### config.mk
export PLATFORM = sky130hd
export DESIGN_NAME = banked_reg_file
export DESIGN_NICKNAME = d
export VERILOG_FILES = /design/src/rtl/regfile_pkg.sv /design/src/rtl/rf_operand_decode.sv /design/src/rtl/banked_reg_file.sv
export SDC_FILE = /design/constraint.sdc
export NUM_CORES = 1
export LEC_CHECK = 0
export ABC_AREA = 1
export BUFFER_PORTS_ARGS = -buffer_cell sky130_fd_sc_hd__buf_2
export CORE_MARGIN = 3
export CORE_UTILIZATION = 35
export CTS_BUF_LIST = sky130_fd_sc_hd__clkbuf_4 sky130_fd_sc_hd__clkbuf_8
export DETAILED_ROUTE_END_ITERATION = 8
export HOLD_SLACK_MARGIN = 0.05
export PLACE_DENSITY = 0.61
export SKIP_LAST_GASP = 1
export SYNTH_ARGS = -nofsm -noshare
export SYNTH_HDL_FRONTEND = slang
export SYNTH_SLANG_ARGS = --single-unit
export TNS_END_PERCENT = 100
### constraint.sdc
create_clock -name Clk -period 7.15 [get_ports Clk]
set_clock_uncertainty 0.05 [all_clocks]
set_input_delay 1.43 -clock Clk [delete_from_list [all_inputs] [get_ports Clk]]
set_output_delay 1.43 -clock Clk [all_outputs]
set_load 0.01 [all_outputs]
### src/rtl/regfile_pkg.sv
// Shared types for the banked register file and its operand decoder.
// Ports: none (package only).
// Holds the operand-format encoding and the background-copy FSM states.
package regfile_pkg;

  // Operand format selected by the decoder's Mode field.
  typedef enum logic [1:0] {
    RF_R      = 2'b00,
    RF_BRANCH = 2'b01,
    RF_SHIFT  = 2'b10,
    RF_RSVD   = 2'b11
  } rf_mode_t;

  // Background bank-copy state machine.
  typedef enum logic {
    CP_IDLE = 1'b0,
    CP_COPY = 1'b1
  } rf_copy_st_t;

endpackage

### src/rtl/rf_operand_decode.sv
// Combinational operand decoder: maps Mode plus the address fields to register indices.
// Ports: mode, raddr_a, raddr_b, waddr, short_a, short_b in; rd_a_idx, rd_b_idx,
//        wr_idx, b_is_imm, rd_ok, wr_ok out. Short fields are zero-extended to A bits.
module rf_operand_decode
  import regfile_pkg::*;
#(
  parameter int A  = 3,
  parameter int SA = 2
) (
  input  logic [1:0]    mode,
  input  logic [A-1:0]  raddr_a,
  input  logic [A-1:0]  raddr_b,
  input  logic [A-1:0]  waddr,
  input  logic [SA-1:0] short_a,
  input  logic [SA-1:0] short_b,
  output logic [A-1:0]  rd_a_idx,
  output logic [A-1:0]  rd_b_idx,
  output logic [A-1:0]  wr_idx,
  output logic          b_is_imm,
  output logic          rd_ok,
  output logic          wr_ok
);

  logic [A-1:0] short_a_x;
  logic [A-1:0] short_b_x;

  assign short_a_x = A'(short_a);
  assign short_b_x = A'(short_b);

  always_comb begin
    rd_a_idx = '0;
    rd_b_idx = '0;
    wr_idx   = '0;
    b_is_imm = 1'b0;
    rd_ok    = 1'b0;
    wr_ok    = 1'b0;
    case (rf_mode_t'(mode))
      RF_R: begin
        rd_a_idx = raddr_a;
        rd_b_idx = raddr_b;
        wr_idx   = waddr;
        rd_ok    = 1'b1;
        wr_ok    = 1'b1;
      end
      RF_BRANCH: begin
        rd_a_idx = short_a_x;
        rd_b_idx = short_b_x;
        wr_idx   = short_a_x;
        rd_ok    = 1'b1;
        wr_ok    = 1'b1;
      end
      RF_SHIFT: begin
        // Port B carries raddr_b as an immediate; rd_b_idx is left unused.
        rd_a_idx = short_a_x;
        wr_idx   = short_a_x;
        b_is_imm = 1'b1;
        rd_ok    = 1'b1;
        wr_ok    = 1'b1;
      end
      default: begin
        // Reserved format: both reads return zero and writes are dropped.
      end
    endcase
  end

endmodule

### src/rtl/banked_reg_file.sv
// Multi-bank register file with format-aware operand decode, 1-cycle bank switch
// and a 2**A-cycle background copy of the active bank into a target bank.
// Ports: Clk, Reset (sync, active-high); Mode/RaddrA/RaddrB/Waddr/ShortA/ShortB operand
//        fields; WriteEn/DataIn write port; DataOutA/DataOutB combinational reads;
//        SwitchReq/CopyReq/BankTgt bank control; ActiveBank/Busy/Done/Err status.
// Optional: define REGFILE_BYPASS_EN to forward same-cycle write data onto read ports.
module banked_reg_file
  import regfile_pkg::*;
#(
  parameter int W     = 8,
  parameter int A     = 3,
  parameter int SA    = 2,
  parameter int NBANK = 2,
  localparam int BW   = $clog2(NBANK),
  localparam int NREG = 2 ** A
) (
  input  logic          Clk,
  input  logic          Reset,
  input  logic [1:0]    Mode,
  input  logic [A-1:0]  RaddrA,
  input  logic [A-1:0]  RaddrB,
  input  logic [A-1:0]  Waddr,
  input  logic [SA-1:0] ShortA,
  input  logic [SA-1:0] ShortB,
  input  logic          WriteEn,
  input  logic [W-1:0]  DataIn,
  output logic [W-1:0]  DataOutA,
  output logic [W-1:0]  DataOutB,
  input  logic          SwitchReq,
  input  logic          CopyReq,
  input  logic [BW-1:0] BankTgt,
  output logic [BW-1:0] ActiveBank,
  output logic          Busy,
  output logic          Done,
  output logic          Err
);

  logic [W-1:0] regs [NBANK][NREG];

  rf_copy_st_t  cp_st;
  rf_copy_st_t  cp_st_nxt;
  logic [BW-1:0] active;
  logic [BW-1:0] cp_dst;
  logic [A-1:0]  cp_ptr;
  logic          done_q;
  logic          err_q;

  logic [A-1:0]  rd_a_idx;
  logic [A-1:0]  rd_b_idx;
  logic [A-1:0]  wr_idx;
  logic          b_is_imm;
  logic          rd_ok;
  logic          wr_ok;

  logic          busy;
  logic          wr_en;
  logic          tgt_ok;
  logic          sw_acc;
  logic          cp_acc;
  logic          rej;
  logic          copy_last;
  logic [W-1:0]  rd_a_val;
  logic [W-1:0]  rd_b_val;

  rf_operand_decode #(
    .A  (A),
    .SA (SA)
  ) u_dec (
    .mode     (Mode),
    .raddr_a  (RaddrA),
    .raddr_b  (RaddrB),
    .waddr    (Waddr),
    .short_a  (ShortA),
    .short_b  (ShortB),
    .rd_a_idx (rd_a_idx),
    .rd_b_idx (rd_b_idx),
    .wr_idx   (wr_idx),
    .b_is_imm (b_is_imm),
    .rd_ok    (rd_ok),
    .wr_ok    (wr_ok)
  );

  assign busy      = (cp_st == CP_COPY);
  assign wr_en     = WriteEn & wr_ok;
  assign tgt_ok    = (32'(BankTgt) < NBANK);
  assign copy_last = busy & (&cp_ptr);

  // A switch to the already-active bank counts as accepted (harmless no-op),
  // so every request that is neither accepted switch nor accepted copy is an error.
  assign sw_acc = SwitchReq & ~CopyReq & ~busy & tgt_ok;
  assign cp_acc = CopyReq & ~SwitchReq & ~busy & tgt_ok & (BankTgt != active);
  assign rej    = (SwitchReq | CopyReq) & ~sw_acc & ~cp_acc;

  // Copy FSM next state.
  always_comb begin
    cp_st_nxt = cp_st;
    case (cp_st)
      CP_IDLE: if (cp_acc)    cp_st_nxt = CP_COPY;
      CP_COPY: if (copy_last) cp_st_nxt = CP_IDLE;
      default:                cp_st_nxt = CP_IDLE;
    endcase
  end

  // Control state: FSM, pointer, active bank, status pulses.
  always_ff @(posedge Clk) begin
    if (Reset) begin
      cp_st  <= CP_IDLE;
      cp_ptr <= '0;
      cp_dst <= '0;
      active <= '0;
      done_q <= 1'b0;
      err_q  <= 1'b0;
    end else begin
      cp_st  <= cp_st_nxt;
      done_q <= copy_last;
      err_q  <= rej;
      if (sw_acc) begin
        active <= BankTgt;
      end
      if (cp_acc) begin
        cp_dst <= BankTgt;
        cp_ptr <= '0;
      end else if (busy) begin
        cp_ptr <= cp_ptr + A'(1);
      end
    end
  end

  // Sole owner of bank storage. Writes use the current (pre-switch) active bank.
  // During a copy, entries below cp_ptr are already copied, so writes there are
  // mirrored into the destination; a write at cp_ptr replaces the copied value.
  always_ff @(posedge Clk) begin
    if (Reset) begin
      for (int b = 0; b < NBANK; b++) begin
        for (int r = 0; r < NREG; r++) begin
          regs[b][r] <= '0;
        end
      end
    end else begin
      if (busy) begin
        regs[cp_dst][cp_ptr] <= (wr_en && (wr_idx == cp_ptr)) ? DataIn
                                                               : regs[active][cp_ptr];
      end
      if (wr_en) begin
        regs[active][wr_idx] <= DataIn;
        if (busy && (wr_idx < cp_ptr)) begin
          regs[cp_dst][wr_idx] <= DataIn;
        end
      end
    end
  end

  // Read ports.
  always_comb begin
    rd_a_val = regs[active][rd_a_idx];
    rd_b_val = regs[active][rd_b_idx];
`ifdef REGFILE_BYPASS_EN
    if (wr_en && (wr_idx == rd_a_idx)) begin
      rd_a_val = DataIn;
    end
    if (wr_en && (wr_idx == rd_b_idx)) begin
      rd_b_val = DataIn;
    end
`endif
    DataOutA = '0;
    DataOutB = '0;
    if (rd_ok) begin
      DataOutA = rd_a_val;
      // The SHIFT immediate bypasses storage and forwarding entirely.
      DataOutB = b_is_imm ? W'(RaddrB) : rd_b_val;
    end
  end

  assign ActiveBank = active;
  assign Busy       = busy;
  assign Done       = done_q;
  assign Err        = err_q;

endmodule

# --- After elaboration in Yosys (flattened, before gate mapping) ---
# Memories as Yosys holds them, arrays and structs flattened. A register that Yosys moved wholly into a read port is not among the register bits.
# Cells that the tools add are included.
totals:
  reg_bits: 8
  latchBits: 0
  mem_bits_rw: 128
  rom_bits: 0
  inputBits: 29
  wordCells: 415
  mem_count: 1
mem_list:
  columns: ["name", "depth", "width", "read_ports", "rd_clocked_by_memory_dff", "wr", "line_no", "text"]
  rows:
  - ["regs", 2, 64, 1, 1, 2, "banked_reg_file.sv:38", "logic [W-1:0] regs [NBANK][NREG];"]
op_classes:
  n_addsub: 1
  mul: 0
  div: 0
  magnitude_cmp: 7
  eq_ne: 5
  shift: 0
  mux: 109
  bitwise: 275
  n_reduce_logical: 11
ops:
  columns: ["operator", "count"]
  rows:
  - ["64-bit 2-to-1 mux", 7]
  - ["1-bit AND", 137]
  - ["64-bit OR reduction", 2]
  - ["8-bit 2-to-1 mux", 12]
  - ["1-bit 2-to-1 mux", 81]
  - ["8-bit binary-select mux with 3-bit select", 3]
  - ["1-bit inverter", 69]
  - ["1-bit bitwise OR", 65]
  - ["8-bit demux with 3-bit select", 2]
  - ["3-bit one-hot mux with 2 select lines", 3]
  - ["4-bit >= comparator (second input constant)", 4]
  - ["3-bit inverter with 4-bit output", 4]
  - ["4-bit by 1-bit less-than comparator with 1-bit output (second input constant)", 2]
  - ["1-bit logical AND", 4]
  - ["2-bit OR reduction", 2]
  - ["3-bit by 1-bit adder with 3-bit output (second input constant)", 1]
  - ["3-bit equality test", 1]
  - ["3-bit less-than comparator", 1]
  - ["3-bit AND reduction", 1]
  - ["3-bit OR reduction", 1]
  - ["2-bit by 1-bit equality test with 1-bit output (second input constant)", 1]
  - ["2-bit equality test (second input constant)", 1]
  - ["2-bit zero test", 1]
  - ["1-bit one-hot mux with 2 select lines", 1]
  - ["2 further kinds", 2]

# --- Longest topological paths before layout ---
depth:
  word_depth: 14
  mapped_depth: 16

# --- By module ---
# From an unflattened synthesis, not the netlist that was laid out.
hier_totals:
  hier_cells: 1652
  hier_area_um2: 10696.5
by_module_without_submodules:
  columns: ["mod", "instances", "cells_each", "area_each_um2"]
  rows:
  - ["banked_reg_file", 1, 1620, 10523.8]
  - ["rf_operand_decode", 1, 32, 172.7]

# --- Worst setup path before layout ---
# No wires, ideal clock.
synth_path:
  path_kind: "input-to-output"
  startpoint: "input port Mode[0]"
  endpoint: "output port DataOutB[7]"
  t_arrival_ns: 2.971
  t_required_ns: 5.670
  slack_ns: 2.699
  stages: 8
  path_buffers: 2
  path_cell_list: "inv_1 -> ha_1 -> inv_1 -> o22ai_1 -> clkbuf_1 -> buf_1 -> o21ai_0 -> a31oi_1"
synth_via:
  elab_chain_len: 8
  elab_cells_between_ends: 13
  cone_classes: "eq/ne: 2; mux: 8; bitwise: 1; reduce/logical: 2"
synth_rtl:
  columns: ["element", "line_no", "text"]
  rows:
  - ["start: declaration", "banked_reg_file.sv:19", "input logic [1:0] Mode,"]
  - ["2-bit by 1-bit equality test with 1-bit output / 2-bit zero test (equally long branches)", "rf_operand_decode.sv:37", "case (rf_mode_t'(mode))"]
  - ["3-bit one-hot mux with 2 select lines", "rf_operand_decode.sv:37", null]
  - ["3-bit inverter with 4-bit output (not written as such)", "banked_reg_file.sv:156", "rd_b_val = regs[active][rd_b_idx];"]
  - ["8-bit binary-select mux with 3-bit select", "banked_reg_file.sv:156", null]
  - ["8-bit 2-to-1 mux (not written as such) (2 in series)", "banked_reg_file.sv:156", null]
  - ["8-bit 2-to-1 mux", "banked_reg_file.sv:170", "DataOutB = b_is_imm ? W'(RaddrB) : rd_b_val;"]
  - ["8-bit 2-to-1 mux *", "banked_reg_file.sv:167", "if (rd_ok) begin"]
  - ["end: declaration", "banked_reg_file.sv:28", "output logic [W-1:0] DataOutB,"]
# Every way passes the cells marked *; elsewhere a longest branch is shown, timed or not. The select of a mux whose other input is x is not followed.

# --- Worst setup path after layout ---
layout_path:
  startpoint: "input port Mode[0]"
  endpoint: "output port DataOutB[5]"
# The elaborated chain is that of the path after synthesis.

==> metrics.txt <==
status finished clean; vias in the first global route 9,922; WP data required between 5 and 6 ns; count of input and output buffers 48; Reg clk slew, reported paths ~0.09 ns; core area about 0.030 sq mm; Clk Latency, worst-skew pair 0.48 ns; total gr overflow 0; CTS tree built; EDFF count, synth 128; routed len/inst around 21 um; layout cell share with drive strength beyond 1 under 10%; Worst R2R Path Depth 7; Post-Syn Area per Cell between 6 and 7 sq um; CTS Root Cell clkbuf_8; Seq/Total Area, Yosys between 30% and 40%; Die Ht between 150 and 200 um; DIE AREA 0.0327 sq mm; max_cap viols 0; Leakage around 0.0054 uW; Clock Sinks approximately 140; Synth cell types 39; via/cell ratio approximately 5.6; Worst-Margin Slew around 1.1 ns; DRT iter0 DRCs between 1,500 and 2,000; Pre-antenna DRT Iters 7; Initial Utilization 35.9%; row count 63; final core utilization slightly below 40%; Yosys reg bits between 100 and 150; Final setup viols 0; Clock Tree Buf Depth 2; via count around 11,000; Synth Warn # 0; GP Congestion between 0.9 and 1; period utilization between 70% and 80%; Power Dens Cells between 150 and 200 mW/mm^2; CP arrival about 4.2 ns; Synth Instances roughly 1,600; Synth async-reset ratio 0%; Slew Viols, Final 0; Max Fclk ~180 MHz; hold path depth 2; final-report hold violation count 0; peak fanout along the critical path 17; most common cell after layout, fill and taps aside nand2_1; DRC Markers 0; Area Growth Syn to Fin 8.35%; Post-Syn Area between 0.01 and 0.015 sq mm; crit start category primary input; Top FF cell, synth edfxtp_1; min Tclk post-route 5.71 ns; HP Class register to register; ANT cells 0; hold_buf cts 0; Sum Neg Setup Slack 0 ns; initial antenna violation count 1; first-pass GRT wire length approximately 63 mm; RSZ-0062 raised after global routing no; Slew HR between 20% and 30%; Die X between 150 and 200 um; Post-Syn Nets roughly 1,700; VDD IR-drop max about 0.12 mV; Tot GR Track Use between 20% and 30%; CTS resizes 0; critical path type primary input to output port; Post-Route WL between 40 and 50 mm; TritonCTS buffer count 17; # nets final around 1,700; hpwl dp roughly 30 mm; # H-tree levels 4; num ports a little under 50; commonest cells after routing, fill and taps aside nand2_1, inv_1, nand3_1, edfxtp_1, o21ai_0; total power 2200 uW; post-detailed-route count of antenna-violating nets 0; pin count of the biggest net entering global routing between 80 and 90; Critical Path Sink Type output port; Setup Fix Bufs, Post-CTS 0
-- where the power goes --
part	switching, uW	total [uW]	internal (uW)
Clock	353	674	321
Combinational	451	592	141
Sequential	14.5	933	919
-- synthesized netlist by cell type, types with 2 or more instances --
master	number	area (sq um)
nand2_1	654	2450
inv_1	179	672
nand3_1	169	846
edfxtp_1	128	3840
o21ai_0	108	541
nor2_1	59	221
nand4_1	57	357
a21oi_1	42	210
clkbuf_1	35	131
buf_2	25	125
nand3_2	18	180
o211ai_1	17	128
o21ai_1	13	65.1
clkinv_1	12	45.0
buf_1	10	37.5
nand2_2	10	62.6
dfxtp_1	9	180
ha_1	8	100
a21oi_2	7	61.3
o31ai_1	7	52.6
a31oi_1	6	37.5
nor3_1	6	30.0
inv_2	5	18.8
nor2_4	5	56.3
nand3_4	3	52.6
nor2_2	3	18.8
o211a_1	3	30.0
o22ai_1	3	18.8
buf_6	2	22.5
clkinv_2	2	10.0
nor3_2	2	20.0
-- sequential cells by signal (all words and copies together), names as in the netlist, named ones only --
signal and cells:
regs 128, cp_ptr 3, Done 1, Err 1, cp_dst 1, ActiveBank 1
Busy 1
-- cells by family after synthesis --
kind of cell | share of synthesized area, %
adders and majority gates | 0.935
buffers and inverters | 10.0
DFF | 37.6
xor gates and xnor gates | 0.0818
AOI/OAI and AO/OA | 10.9
and+or+nand+nor | 40.4
-- stage by stage --
step	cell area (sq um)	hold slack (ns)	std cells	worst slack, ns
floorplan	10700	0.464	1615	2.70
global placement	11200	0.520	1990	1.62
detailed placement	11200	0.526	1990	1.53
CTS	11600	0.541	2022	1.52
global route	11600	0.598	2022	1.23
finish	11600	0.550	2022	1.44
-- critical path: stages --
cell      delay [ns]
buf_2           0.11
inv_1           0.07
ha_1            0.27
inv_1           0.14
o22ai_2         0.60
clkinv_1        0.68
a21oi_1         0.26
o21ai_0         0.12
nand3_1         0.09
nand2_1         0.06
a31oi_1         0.21
buf_2           0.17
-- routing by layer --
layer	up-vias	share of wire (%)	track usage [%]
li1	5318	-	-
met1	5070	43	36.1
met2	734	43	37.7
met3	117	11	4.51
met4	0	3.6	8.56
met5	-	0	0
-- final cells by class --
class                      instances  area [sq um]
fill                            3181         18300
tap                              390           488
timing repair buffer              58           315
clock buffer                      18           241
clock inverter                    14           159
sequential                       137          4030
multi-input combinational       1206          5620
inverter                         199           753
-- worst paths after layout --
path	endpoint	startpoint	slack, ns
setup / recovery	DataOutB[5]	Mode[0]	1.44
hold / removal	cp_dst$_SDFFE_PP0P_	cp_dst$_SDFFE_PP0P_	0.55
setup reg to reg	regs[1][20]$_DFFE_PP_	Busy$_SDFF_PP0_	3.74
hold reg to reg	cp_dst$_SDFFE_PP0P_	cp_dst$_SDFFE_PP0P_	0.55
Note: power is estimated with default switching activity, not from simulation.
